$ cat config.mk
export PLATFORM = sky130hd
export DESIGN_NAME = mul12_seq
export DESIGN_NICKNAME = d
export VERILOG_FILES = /design/src/rtl/mul12_seq_pkg.sv /design/src/rtl/mul12_seq_adder12bits.sv /design/src/rtl/mul12_seq.sv
export SDC_FILE = /design/constraint.sdc
export NUM_CORES = 1
export LEC_CHECK = 0
export CELL_PAD_IN_SITES_DETAIL_PLACEMENT = 0
export CELL_PAD_IN_SITES_GLOBAL_PLACEMENT = 1
export CORE_MARGIN = 5
export CORE_UTILIZATION = 44
export DETAILED_ROUTE_END_ITERATION = 8
export PLACE_DENSITY_LB_ADDON = 0.25
export SLEW_MARGIN = 20
export SYNTH_ARGS = -nofsm -noshare
export SYNTH_HDL_FRONTEND = slang
export SYNTH_SLANG_ARGS = --single-unit
$ cat constraint.sdc
create_clock -name clk -period 14.9 [get_ports clk]
set_input_delay 2.98 -clock clk [delete_from_list [all_inputs] [get_ports clk]]
set_output_delay 2.98 -clock clk [all_outputs]
set_load 0.01 [all_outputs]
$ cat src/rtl/mul12_seq_pkg.sv
// Shared constants and types for the 12-bit sequential shift-and-add multiplier.
package mul12_seq_pkg;

  localparam int MUL_WIDTH = 12;
  localparam int CNT_W     = 4;

  // The final iteration is the one where the counter reads WIDTH-1.
  localparam logic [CNT_W-1:0] LAST_CNT = CNT_W'(MUL_WIDTH - 1);

  typedef enum logic {
    ST_IDLE = 1'b0,
    ST_RUN  = 1'b1
  } state_t;

endpackage

$ cat src/rtl/mul12_seq_adder12bits.sv
// Existing 12-bit ripple-carry adder stage that the multiplier iterates around.
module adder12bits (
  input  logic [11:0] i_a,
  input  logic [11:0] i_b,
  input  logic        i_cin,
  output logic [11:0] o_s,
  output logic        o_cout
);

  logic [12:0] w_c;

  assign w_c[0] = i_cin;

  for (genvar i = 0; i < 12; i++) begin : g_bit
    assign o_s[i]   = i_a[i] ^ i_b[i] ^ w_c[i];
    assign w_c[i+1] = (i_a[i] & i_b[i]) | (w_c[i] & (i_a[i] ^ i_b[i]));
  end

  assign o_cout = w_c[12];

endmodule

$ cat src/rtl/mul12_seq.sv
// Sequential unsigned 12x12 multiplier: one add-and-shift per clock, 12 iterations.
module mul12_seq
  import mul12_seq_pkg::*;
#(
  parameter int WIDTH = MUL_WIDTH
) (
  input  logic               clk,
  input  logic               rst_n,
  input  logic               start,
  input  logic [WIDTH-1:0]   a,
  input  logic [WIDTH-1:0]   b,
  output logic               busy,
  output logic               done,
  output logic [2*WIDTH-1:0] product,
  output state_t             o_dbg_state
);

  // Handshake: start is accepted only while busy=0 (IDLE); busy stays high for
  // the 12 iterations; done pulses for one cycle when product is updated.
  state_t               r_state;
  logic [WIDTH-1:0]     r_m;
  logic [WIDTH-1:0]     r_q;
  logic [WIDTH-1:0]     r_acc;
  logic [CNT_W-1:0]     r_cnt;
  logic                 r_busy;
  logic                 r_done;
  logic [2*WIDTH-1:0]   r_product;

  logic [WIDTH-1:0]     w_addend;
  logic [WIDTH-1:0]     w_sum;
  logic                 w_cout;

  assign w_addend = r_q[0] ? r_m : '0;

  adder12bits u_adder (
    .i_a    (r_acc),
    .i_b    (w_addend),
    .i_cin  (1'b0),
    .o_s    (w_sum),
    .o_cout (w_cout)
  );

  always_ff @(posedge clk or negedge rst_n) begin
    if (!rst_n) begin
      r_state   <= ST_IDLE;
      r_m       <= '0;
      r_q       <= '0;
      r_acc     <= '0;
      r_cnt     <= '0;
      r_busy    <= 1'b0;
      r_done    <= 1'b0;
      r_product <= '0;
    end else begin
      case (r_state)
        ST_IDLE: begin
          r_done <= 1'b0;
          if (start) begin
            r_m     <= a;
            r_q     <= b;
            r_acc   <= '0;
            r_cnt   <= '0;
            r_busy  <= 1'b1;
            r_state <= ST_RUN;
          end
        end
        ST_RUN: begin
          // Carry-out becomes the accumulator MSB so the shift never loses a bit.
          r_acc  <= {w_cout, w_sum[WIDTH-1:1]};
          r_q    <= {w_sum[0], r_q[WIDTH-1:1]};
          r_cnt  <= r_cnt + 1'b1;
          r_done <= 1'b0;
          if (r_cnt == LAST_CNT) begin
            r_product <= {w_cout, w_sum, r_q[WIDTH-1:1]};
            r_done    <= 1'b1;
            r_busy    <= 1'b0;
            r_state   <= ST_IDLE;
          end
        end
        default: r_state <= ST_IDLE;
      endcase
    end
  end

  assign busy        = r_busy;
  assign done        = r_done;
  assign product     = r_product;
  assign o_dbg_state = r_state;

endmodule

# ---- After elaboration in Yosys (flattened, before gate mapping)
# Cells that the tools add are included.
dict set report word_totals {
  reg_bits 67
  elab_cells 88
  output_inout_bits 27
}
dict set report classes {
  n_bitwise 58
  reduce_logical 3
  addsub 1
  muxes 15
  eq_ne 3
}
# cell n
set ops {}
lappend ops {{one-hot mux 12 bit (2 select lines)} 2}
lappend ops {{2-to-1 mux 12 bit} 3}
lappend ops {{bitwise AND 1 bit} 23}
lappend ops {{bitwise XOR 1 bit} 23}
lappend ops {{OR 1 bit} 11}
lappend ops {{one-hot mux 4 bit (2 select lines)} 1}
lappend ops {{one-hot mux 1 bit (2 select lines)} 3}
lappend ops {{AND reduction 2 bit} 3}
lappend ops {{2-to-1 mux 1 bit} 5}
lappend ops {{adder 4 x 1 -> 4 bit, second input constant} 1}
lappend ops {{equality test 4 bit, second input constant} 1}
lappend ops {{2-to-1 mux 4 bit} 1}
lappend ops {{!= test 2 x 1 -> 1 bit, second input constant} 1}
lappend ops {{!= test 2 bit, second input constant} 1}
lappend ops {{NOT 1 bit} 1}

# ---- Depth between registers and ports, before layout
# Gate-level depths: netlist (run 1).
dict set report logic_depth {
  word_depth 25
  depth_mapped 15
  depth_no_buf 15
}

# ---- By module
# A second synthesis (run 1) with hierarchy kept.
dict set report unflattened {
  cells_unflattened 218
  hier_area_um2 3052.9
}
# module instances seq_area_each_um2 cells_each area_each_um2
set modules_own_cells {}
lappend modules_own_cells {mul12_seq 1 1676.6 196 2775.2}
lappend modules_own_cells {adder12bits 1 0.0 22 277.8}

# ---- Worst setup path before layout (run 1)
# Ideal clock, no wire load.
dict set report synth_path {
  path_kind {register to register}
  from {register r_q[0]}
  to {register r_product[22], in the netlist product[22]}
  required_time_ps 14770
  path_slack_ps 9655
  arrival_time_ps 5115
  path_stages_with_launch 15
  setup_time_ps 130
  cell_sequence {dfrtp_1 > clkbuf_1 > nand2_1 > fa_1 > fa_1 > fa_1 > fa_1 > fa_1 > fa_1 > fa_1 > fa_1 > fa_1 > fa_1 > fa_1 > o21ai_0}
}
dict set report synth_between {
  elab_chain_len 23
  word_cells_on_any_way 44
  cone_classes {1 x mux; 43 x bitwise}
}
# element line
set synth_rtl {}
lappend synth_rtl {{from (decl)} mul12_seq.sv:22} ;# logic [WIDTH-1:0] r_q;
lappend synth_rtl {{from (signal assigned)} mul12_seq.sv:69} ;# r_q <= {w_sum[0], r_q[WIDTH-1:1]};
lappend synth_rtl {{2-to-1 mux 12 bit (*)} mul12_seq.sv:33} ;# assign w_addend = r_q[0] ? r_m : '0;
lappend synth_rtl {{bitwise AND 1 bit or bitwise XOR 1 bit (tied branches)} mul12_seq_adder12bits.sv:16} ;# assign w_c[i+1] = (i_a[i] & i_b[i]) | (w_c[i] & (i_a[i] ^ i_b[i]));
lappend synth_rtl {{bitwise AND 1 bit} mul12_seq_adder12bits.sv:16}
lappend synth_rtl {{OR 1 bit} mul12_seq_adder12bits.sv:16}
lappend synth_rtl {{bitwise AND 1 bit} mul12_seq_adder12bits.sv:16}
lappend synth_rtl {{OR 1 bit} mul12_seq_adder12bits.sv:16}
lappend synth_rtl {{bitwise AND 1 bit} mul12_seq_adder12bits.sv:16}
lappend synth_rtl {{OR 1 bit} mul12_seq_adder12bits.sv:16}
lappend synth_rtl {{(+7 left out)} -}
lappend synth_rtl {{OR 1 bit} mul12_seq_adder12bits.sv:16}
lappend synth_rtl {{bitwise AND 1 bit} mul12_seq_adder12bits.sv:16}
lappend synth_rtl {{OR 1 bit} mul12_seq_adder12bits.sv:16}
lappend synth_rtl {{bitwise AND 1 bit} mul12_seq_adder12bits.sv:16}
lappend synth_rtl {{OR 1 bit} mul12_seq_adder12bits.sv:16}
lappend synth_rtl {{bitwise AND 1 bit} mul12_seq_adder12bits.sv:16}
lappend synth_rtl {{OR 1 bit} mul12_seq_adder12bits.sv:16}
lappend synth_rtl {{bitwise XOR 1 bit (*)} mul12_seq_adder12bits.sv:15} ;# assign o_s[i] = i_a[i] ^ i_b[i] ^ w_c[i];
lappend synth_rtl {{to (signal assigned)} mul12_seq.sv:73} ;# r_product <= {w_cout, w_sum, r_q[WIDTH-1:1]};
lappend synth_rtl {{to (decl)} mul12_seq.sv:27} ;# logic [2*WIDTH-1:0] r_product;
# Mark *: on every way between the ends. The rest lies on a longest branch, timed or not.
# A chain may end at the register's enable or synchronous reset.

# ---- Worst setup path in the final report (run 1)
dict set report layout_path {
  from {register r_q[0]}
  to {register r_acc[10]}
}
dict set report layout_between {
  elab_chain_len 24
  word_cells_on_any_way 45
  cone_classes {2 x mux; 43 x bitwise}
}
# element line
set layout_rtl {}
lappend layout_rtl {{2-to-1 mux 12 bit (*)} mul12_seq.sv:33}
lappend layout_rtl {{bitwise AND 1 bit or bitwise XOR 1 bit (tied branches)} mul12_seq_adder12bits.sv:16}
lappend layout_rtl {{bitwise AND 1 bit} mul12_seq_adder12bits.sv:16}
lappend layout_rtl {{OR 1 bit} mul12_seq_adder12bits.sv:16}
lappend layout_rtl {{bitwise AND 1 bit} mul12_seq_adder12bits.sv:16}
lappend layout_rtl {{OR 1 bit} mul12_seq_adder12bits.sv:16}
lappend layout_rtl {{bitwise AND 1 bit} mul12_seq_adder12bits.sv:16}
lappend layout_rtl {{OR 1 bit} mul12_seq_adder12bits.sv:16}
lappend layout_rtl {{(+8 left out)} -}
lappend layout_rtl {{bitwise AND 1 bit} mul12_seq_adder12bits.sv:16}
lappend layout_rtl {{OR 1 bit} mul12_seq_adder12bits.sv:16}
lappend layout_rtl {{bitwise AND 1 bit} mul12_seq_adder12bits.sv:16}
lappend layout_rtl {{OR 1 bit} mul12_seq_adder12bits.sv:16}
lappend layout_rtl {{bitwise AND 1 bit} mul12_seq_adder12bits.sv:16}
lappend layout_rtl {{OR 1 bit} mul12_seq_adder12bits.sv:16}
lappend layout_rtl {{bitwise XOR 1 bit (*)} mul12_seq_adder12bits.sv:15}
lappend layout_rtl {{one-hot mux 12 bit (2 select lines) (*)} mul12_seq.sv:54} ;# case (r_state)
lappend layout_rtl {{to (signal assigned)} mul12_seq.sv:68} ;# r_acc <= {w_cout, w_sum[WIDTH-1:1]};
lappend layout_rtl {{to (decl)} mul12_seq.sv:23} ;# logic [WIDTH-1:0] r_acc;
# Marks and branches as above.

==> out/qor.yml, run 1 <==
cts_tree: "built"
rows: 29
synth_top_cell_by_area: "dfrtp_1"
r2r-start: "r_q[0]"
yosys-top-cells-count: "dfrtp_1 (67), nand2_1 (48), o21ai_0 (27)"
globalRouteOverflowTotal: 0
wirelength_um: 5504
critPathMostFrequentCell: "fa_1"
grt_pass1_wl_um: 9480
grt_setup_unrepaired: "false"
cp_top_family: "adder cells"
r2r_cells: 15
grt.total_usage_pct: 14.51
cp_max_fo: 13
netlist_area_um2: 2922
synth-edff-count: 0
viasPerCell: 4.950
yosysMostFrequentCell: "dfrtp_1"
fin_crit_ns: 5.541
layout_setup_ws_ns: 9.359
area_delta_synth_final_pct: 27.67
port-buffer-count: 53
hold-path-endpoint: "product[12]"
core_um2: 6422
syn_avg_cell_area_um2: 11.83
ys.flop_type: "dfrtp_1"
hold_viol: 0
cts-resized-gates: 0
timing.final.crit_share_pct: 37.19
root_buffer: "clkbuf_8"
numClockSinks: 67
n_antenna_cell: 0
synth_nets: 287
r2r-end: "r_acc[10]"
worst_pin_slew_ns: 1.044
slew_viol_final: 0
cts_max_level: 3
power.density_nw_per_um2: 214.1
synth_top_area_share_pct: 57.39
pin_count: 54
synth_area_leaders: "dfrtp_1 (57%), mux2_2 (9.3%), fa_1 (7.5%)"
fin_setup_tns_ns: 0
min_path_cells: 2
worstHoldStart: "product[12]"
crit_type: "reg2reg"
cts_made_buffers: 9
pre_cts_ws_ns: 9.359
yosys_warnings: 0
cp_slowest_cell: "dfrtp_1"
required_ns: 15.10
clock_latency_ns: 0.34
synthCells: 247
crit_buf_inv: 1
fin_nets: 340
synth-seq-cells: 67
drt-initial-drc-count: 146
post_drt_wl_per_cell_um: 14.41
grt_pass1_vias: 1948
synthDistinctLibCells: 23
rrSetupSlack_ns: 9.36
crit_chain: "and2_1 -> ha_1 -> inv_1 -> fa_1 -> fa_1 -> fa_1 -> fa_1 -> fa_1 -> fa_1 -> fa_1 -> fa_1 -> fa_1 -> fa_1 -> fa_1 -> o22ai_1"
ys_seq_area_share_pct: 57.39
grt_antenna_before_repair: 0
route.vias.total: 1891
post_cts_buffers: 0
drtAntennaViolNets: 0
drive_gt1_share_pct: 14.43
cts_hold_buf: 0
cp_slowest_stage_delay_ns: 0.53
die_width_um: 91.49
power.total_uw: 798.5
place_hpwl_um: 3726
synth-async-reset-ratio_pct: 100.0
leakage_nw: 1.625
peakVddDrop_uv: 92.44
initial_core_util_pct: 45.49
die_area_um2: 8370
fmax_mhz: 180.5
critPathLaunch: "r_q[0]"
maxCapViolations: 0
drtPass1Iterations: 4
grt_max_degree: 68
outcome: "complete, no violations"
max_slew_margin_pct: 30.12
fin_skew_ns: 0.005564
worstPathArrival_ns: 5.75
min_path_type: "reg2reg"
setup_violations: 0
crit_path_start_kind: "flip-flop"
end_kind: "flip-flop"
clkTransAtPathRegs_ns: 0.07
globalplace.congestion: 0.7845
drc: 0
fp.dieH_um: 91.49
clock_path_buffers: 2
fillers: 578
metrics by stage:
stage	instances	hold WS (ns)	utilization (%)	area (um^2)
2_1_floorplan	247	0.4563	-	2922
3_3_place_gp	366	0.4607	54.33	3490
3_5_place_dp	366	0.4699	54.33	3490
4_1_cts	382	0.4856	58.08	3730
5_1_grt	382	0.5186	58.08	3730
6_report	382	0.4771	58.08	3730
final cells by class:
cell class	instances	area (um^2)	area share [%]
clock buffer	9	123.9	3.321
clock inverter	7	116.4	3.120
inverter	15	56.30	1.510
multi-input combinational	151	1112	29.82
sequential	67	1677	44.95
tap	77	96.34	2.583
timing repair buffer	56	548.0	14.69
per-layer routing:
layer  track usage (%)  wire (um)  vias to the layer above
li1                  -          -                      933
met1             20.95       2778                      900
met2             19.66       2352                       47
met3             3.967        266                       11
met4             7.915        106                        0
met5                 0          0                        -
sequential cells by signal, indices dropped and copies added (netlist names):
name	count
r_m	12
r_cnt	4
r_acc	12
busy	1
done	1
r_q	12
o_dbg_state	1
product	24
worst min-delay path, cell delays in order (launching register included):
cell and delay (ns):
dfrtp_1 0.34, nand2_1 0.04, o21ai_0 0.06
logic make-up after synthesis:
| logic type | count (synthesis) | synth area share [%] |
|---|---|---|
| AO/OA/AOI/OAI | 42 | 7.794 |
| AND/OR/NAND/NOR | 58 | 7.923 |
| XOR/XNOR | 2 | 0.5997 |
| multiplexers | 36 | 13.36 |
| buffers and inverters | 29 | 4.539 |
| adder cells (fa/ha/maj) | 13 | 8.394 |
| flip-flops | 67 | 57.39 |
power by group:
part / internal [mW] / switching [mW]
Sequential: 0.267 / 0.0594
Clock: 0.111 / 0.0698
Combinational: 0.159 / 0.132
worst max path at each step:
stage                             end  slack [ns]  cells after the start
final                       r_acc[10]        9.36                     15
after global routing      product[22]        9.08                     15
after CTS                   r_acc[10]        9.36                     15
after detailed placement    r_acc[10]        9.36                     15
after global placement      r_acc[10]        9.43                     15
after floorplan           product[22]        9.66                     14
placed cells by master, fill, tap and decap left out, types with 3 or more instances in the layout:
cell             Yosys  final
dfrtp_1             67     67
a21oi_1              3      3
o22ai_1             11     11
mux2_2              24     24
mux2i_1             12     12
nor2_1               5      5
bufinv_16            0      3
buf_4                3      3
clkdlybuf4s50_1      0     52
nand2_1             48     48
o21ai_0             27     27
fa_1                11     11
clkbuf_8             0      9
inv_1               14     14
Note: power is estimated with default switching activity, not from simulation.
==> inputs of run 2 (changes only) <==
--- a/config.mk
+++ b/config.mk
@@ -8,7 +8,7 @@
 export CELL_PAD_IN_SITES_DETAIL_PLACEMENT = 0
 export CELL_PAD_IN_SITES_GLOBAL_PLACEMENT = 1
 export CORE_MARGIN = 5
-export CORE_UTILIZATION = 44
+export CORE_UTILIZATION = 41
 export DETAILED_ROUTE_END_ITERATION = 8
 export PLACE_DENSITY_LB_ADDON = 0.25
 export SLEW_MARGIN = 20
==> constraint.sdc (replaced) <==
create_clock -name clk -period 5.5 [get_ports clk]
set_input_delay 1.1 -clock clk [delete_from_list [all_inputs] [get_ports clk]]
set_output_delay 1.1 -clock clk [all_outputs]
set_load 0.01 [all_outputs]
==> out/qor.yml, run 2 (same netlist as run 1, synthesis figures left out) <==
outcome: "complete, no violations"
clkTransAtPathRegs_ns: 0.07
use_met1_pct: 21.95
critPathMostFrequentCell: "fa_1"
root_buffer: "clkbuf_8"
globalRouteOverflowTotal: 0
drc: 0
crit_path_start_kind: "flip-flop"
globalRouteMet3Util_pct: 3.665
wirelength_um: 5646
globalplace.congestion: 0.8286
cp_max_fo: 2
slew_viol_final: 0
p_clk_share_pct: 17.0
largest_reg_flops: 24
crit_chain: "and2_1 -> ha_1 -> inv_1 -> fa_1 -> fa_1 -> fa_1 -> fa_1 -> fa_1 -> fa_2 -> fa_2 -> fa_1 -> fa_1 -> fa_1 -> fa_1 -> o21ai_0"
core_um2: 6869
peakVddDrop_uv: 211.8
cp_slowest_cell: "fa_1"
post_drt_wl_per_cell_um: 14.08
timing.final.crit_share_pct: 95.98
fin_crit_ns: 5.279
fillers: 605
pin_count: 54
mostFrequentLayoutCells: "dfrtp_1 (67), clkdlybuf4s50_1 (52), nand2_1 (48), o21ai_0 (27), mux2_2 (24)"
initial_core_util_pct: 42.53
n_antenna_cell: 0
crit_type: "reg2reg"
end_kind: "flip-flop"
drive_gt1_share_pct: 14.43
fin_nets: 341
final_common_cell: "dfrtp_1"
max_slew_margin_pct: 35.26
die_width_um: 94.42
fin_setup_tns_ns: 0
use_met2_pct: 19.15
drtAntennaViolNets: 0
swShare_pct: 34.43
place_hpwl_um: 3828
required_ns: 5.69
clock_path_buffers: 2
area_delta_synth_final_pct: 26.17
power.density_nw_per_um2: 551.0
viasPerCell: 4.726
hold_viol: 0
setup_violations: 0
drtPass1Iterations: 4
grt_max_degree: 68
route.vias.total: 1895
busiest_layer: "met1"
port-buffer-count: 53
pwr-share-comb_pct: 39.7
drt-initial-drc-count: 71
layout_setup_ws_ns: 0.2208
final_util_pct: 53.66
fp.dieH_um: 94.42
cts_tree: "built"
internal_power_mw: 1.332
worst_pin_slew_ns: 0.9676
clock_latency_ns: 0.34
min_path_type: "reg2reg"
grt.total_usage_pct: 14.58
fin_skew_ns: 0.004857
cts_made_buffers: 9
cts_max_level: 3
fmax_mhz: 189.4
grt_antenna_before_repair: 0
pre_cts_ws_ns: 0.1408
cts_hold_buf: 0
seq_power_share_pct: 43.3
leakage_nw: 1.597
grt_setup_unrepaired: "false"
numClockSinks: 67
maxCapViolations: 0
seq_area_um2: 1677
die_area_um2: 8914
cp_slowest_stage_delay_ns: 0.51
rows: 30
multiInputGateArea_um2: 1117
grt_pass1_wl_um: 9770
grt_pass1_vias: 1917
switchingPower_uw: 699.2
worstPathArrival_ns: 5.47
## run 2: cell types whose count changed in the layout (fill, tap and decap cells not counted), sizes merged
cell | before | now
clkbuf | 9 | 12
bufinv | 3 | 0
buf | 4 | 5
clkinvlp | 1 | 0
## run 2: what timing repair did
action,in CTS,in global routing
buffers inserted,0,0
gates resized for setup,0,2
endpoints found under the setup margin,0,3
## run 2: per-stage QoR
| step | power, mW | area (um^2) | cells | hold slack [ns] |
|---|---|---|---|---|
| after global placement | 1.678 | 3521 | 386 | 0.4595 |
| after detailed placement | 1.701 | 3521 | 386 | 0.4693 |
| after CTS | 2.052 | 3681 | 401 | 0.4853 |
| final | 2.031 | 3686 | 401 | 0.4791 |
| after floorplan | 1.368 | 2922 | 247 | 0.4563 |
| after global routing | 2.206 | 3686 | 401 | 0.5221 |
## run 2: per-layer routing
layer	vias to the layer above	wire [um]
met4	0	105
met5	-	0
li1	929	-
met3	8	233
met2	42	2448
met1	916	2858
## run 2: path summary, 6_finish.rpt
path / start / end / slack, ns / cells after the start
min in group asynchronous: rst_n / product[7] / 0.93 / 2
max in group asynchronous: rst_n / r_q[11] / 3.99 / 2
max reg2reg: r_q[0] / product[22] / 0.22 / 15
max: r_q[0] / product[22] / 0.22 / 15
min reg2reg: product[19] / product[19] / 0.48 / 2
min: product[19] / product[19] / 0.48 / 2
## run 2: power by group through the flow
stage / logic, mW / registers (mW) / clock network, mW
finish: 0.806 / 0.879 / 0.346
global route: 0.913 / 0.914 / 0.378
CTS: 0.815 / 0.881 / 0.356
detailed placement: 0.814 / 0.888 / 0
global placement: 0.796 / 0.882 / 0
floorplan: 0.492 / 0.876 / 0
## run 2: final cells by class
class                           instances  area share [%]
Tap cell                               96           3.259
Clock inverter                          3          0.4073
Clock buffer                           12           3.938
Inverter                               15           1.527
Sequential cell                        67           45.49
Timing Repair Buffer                   57           15.07
Multi-Input combinational cell        151           30.31
## run 2: worst max-delay path, delay by kind of cell (launching register included)
family | cells | cell delay (ns)
simple gates | 1 | 0.12
fa+ha+maj | 12 | 4.54
flops | 1 | 0.35
buf+inv | 1 | 0.05
compound gates | 1 | 0.08
==> inputs of run 3 (changes only) <==
--- a/config.mk
+++ b/config.mk
@@ -10,6 +10,8 @@
 export CORE_MARGIN = 5
 export CORE_UTILIZATION = 41
 export DETAILED_ROUTE_END_ITERATION = 8
+export GPL_ROUTABILITY_DRIVEN = 0
+export HOLD_SLACK_MARGIN = 0.06
 export PLACE_DENSITY_LB_ADDON = 0.25
 export SLEW_MARGIN = 20
 export SYNTH_ARGS = -nofsm -noshare
==> results of run 3 <==
Same layout as run 2: the final DEF is identical, and so are final timing and power.
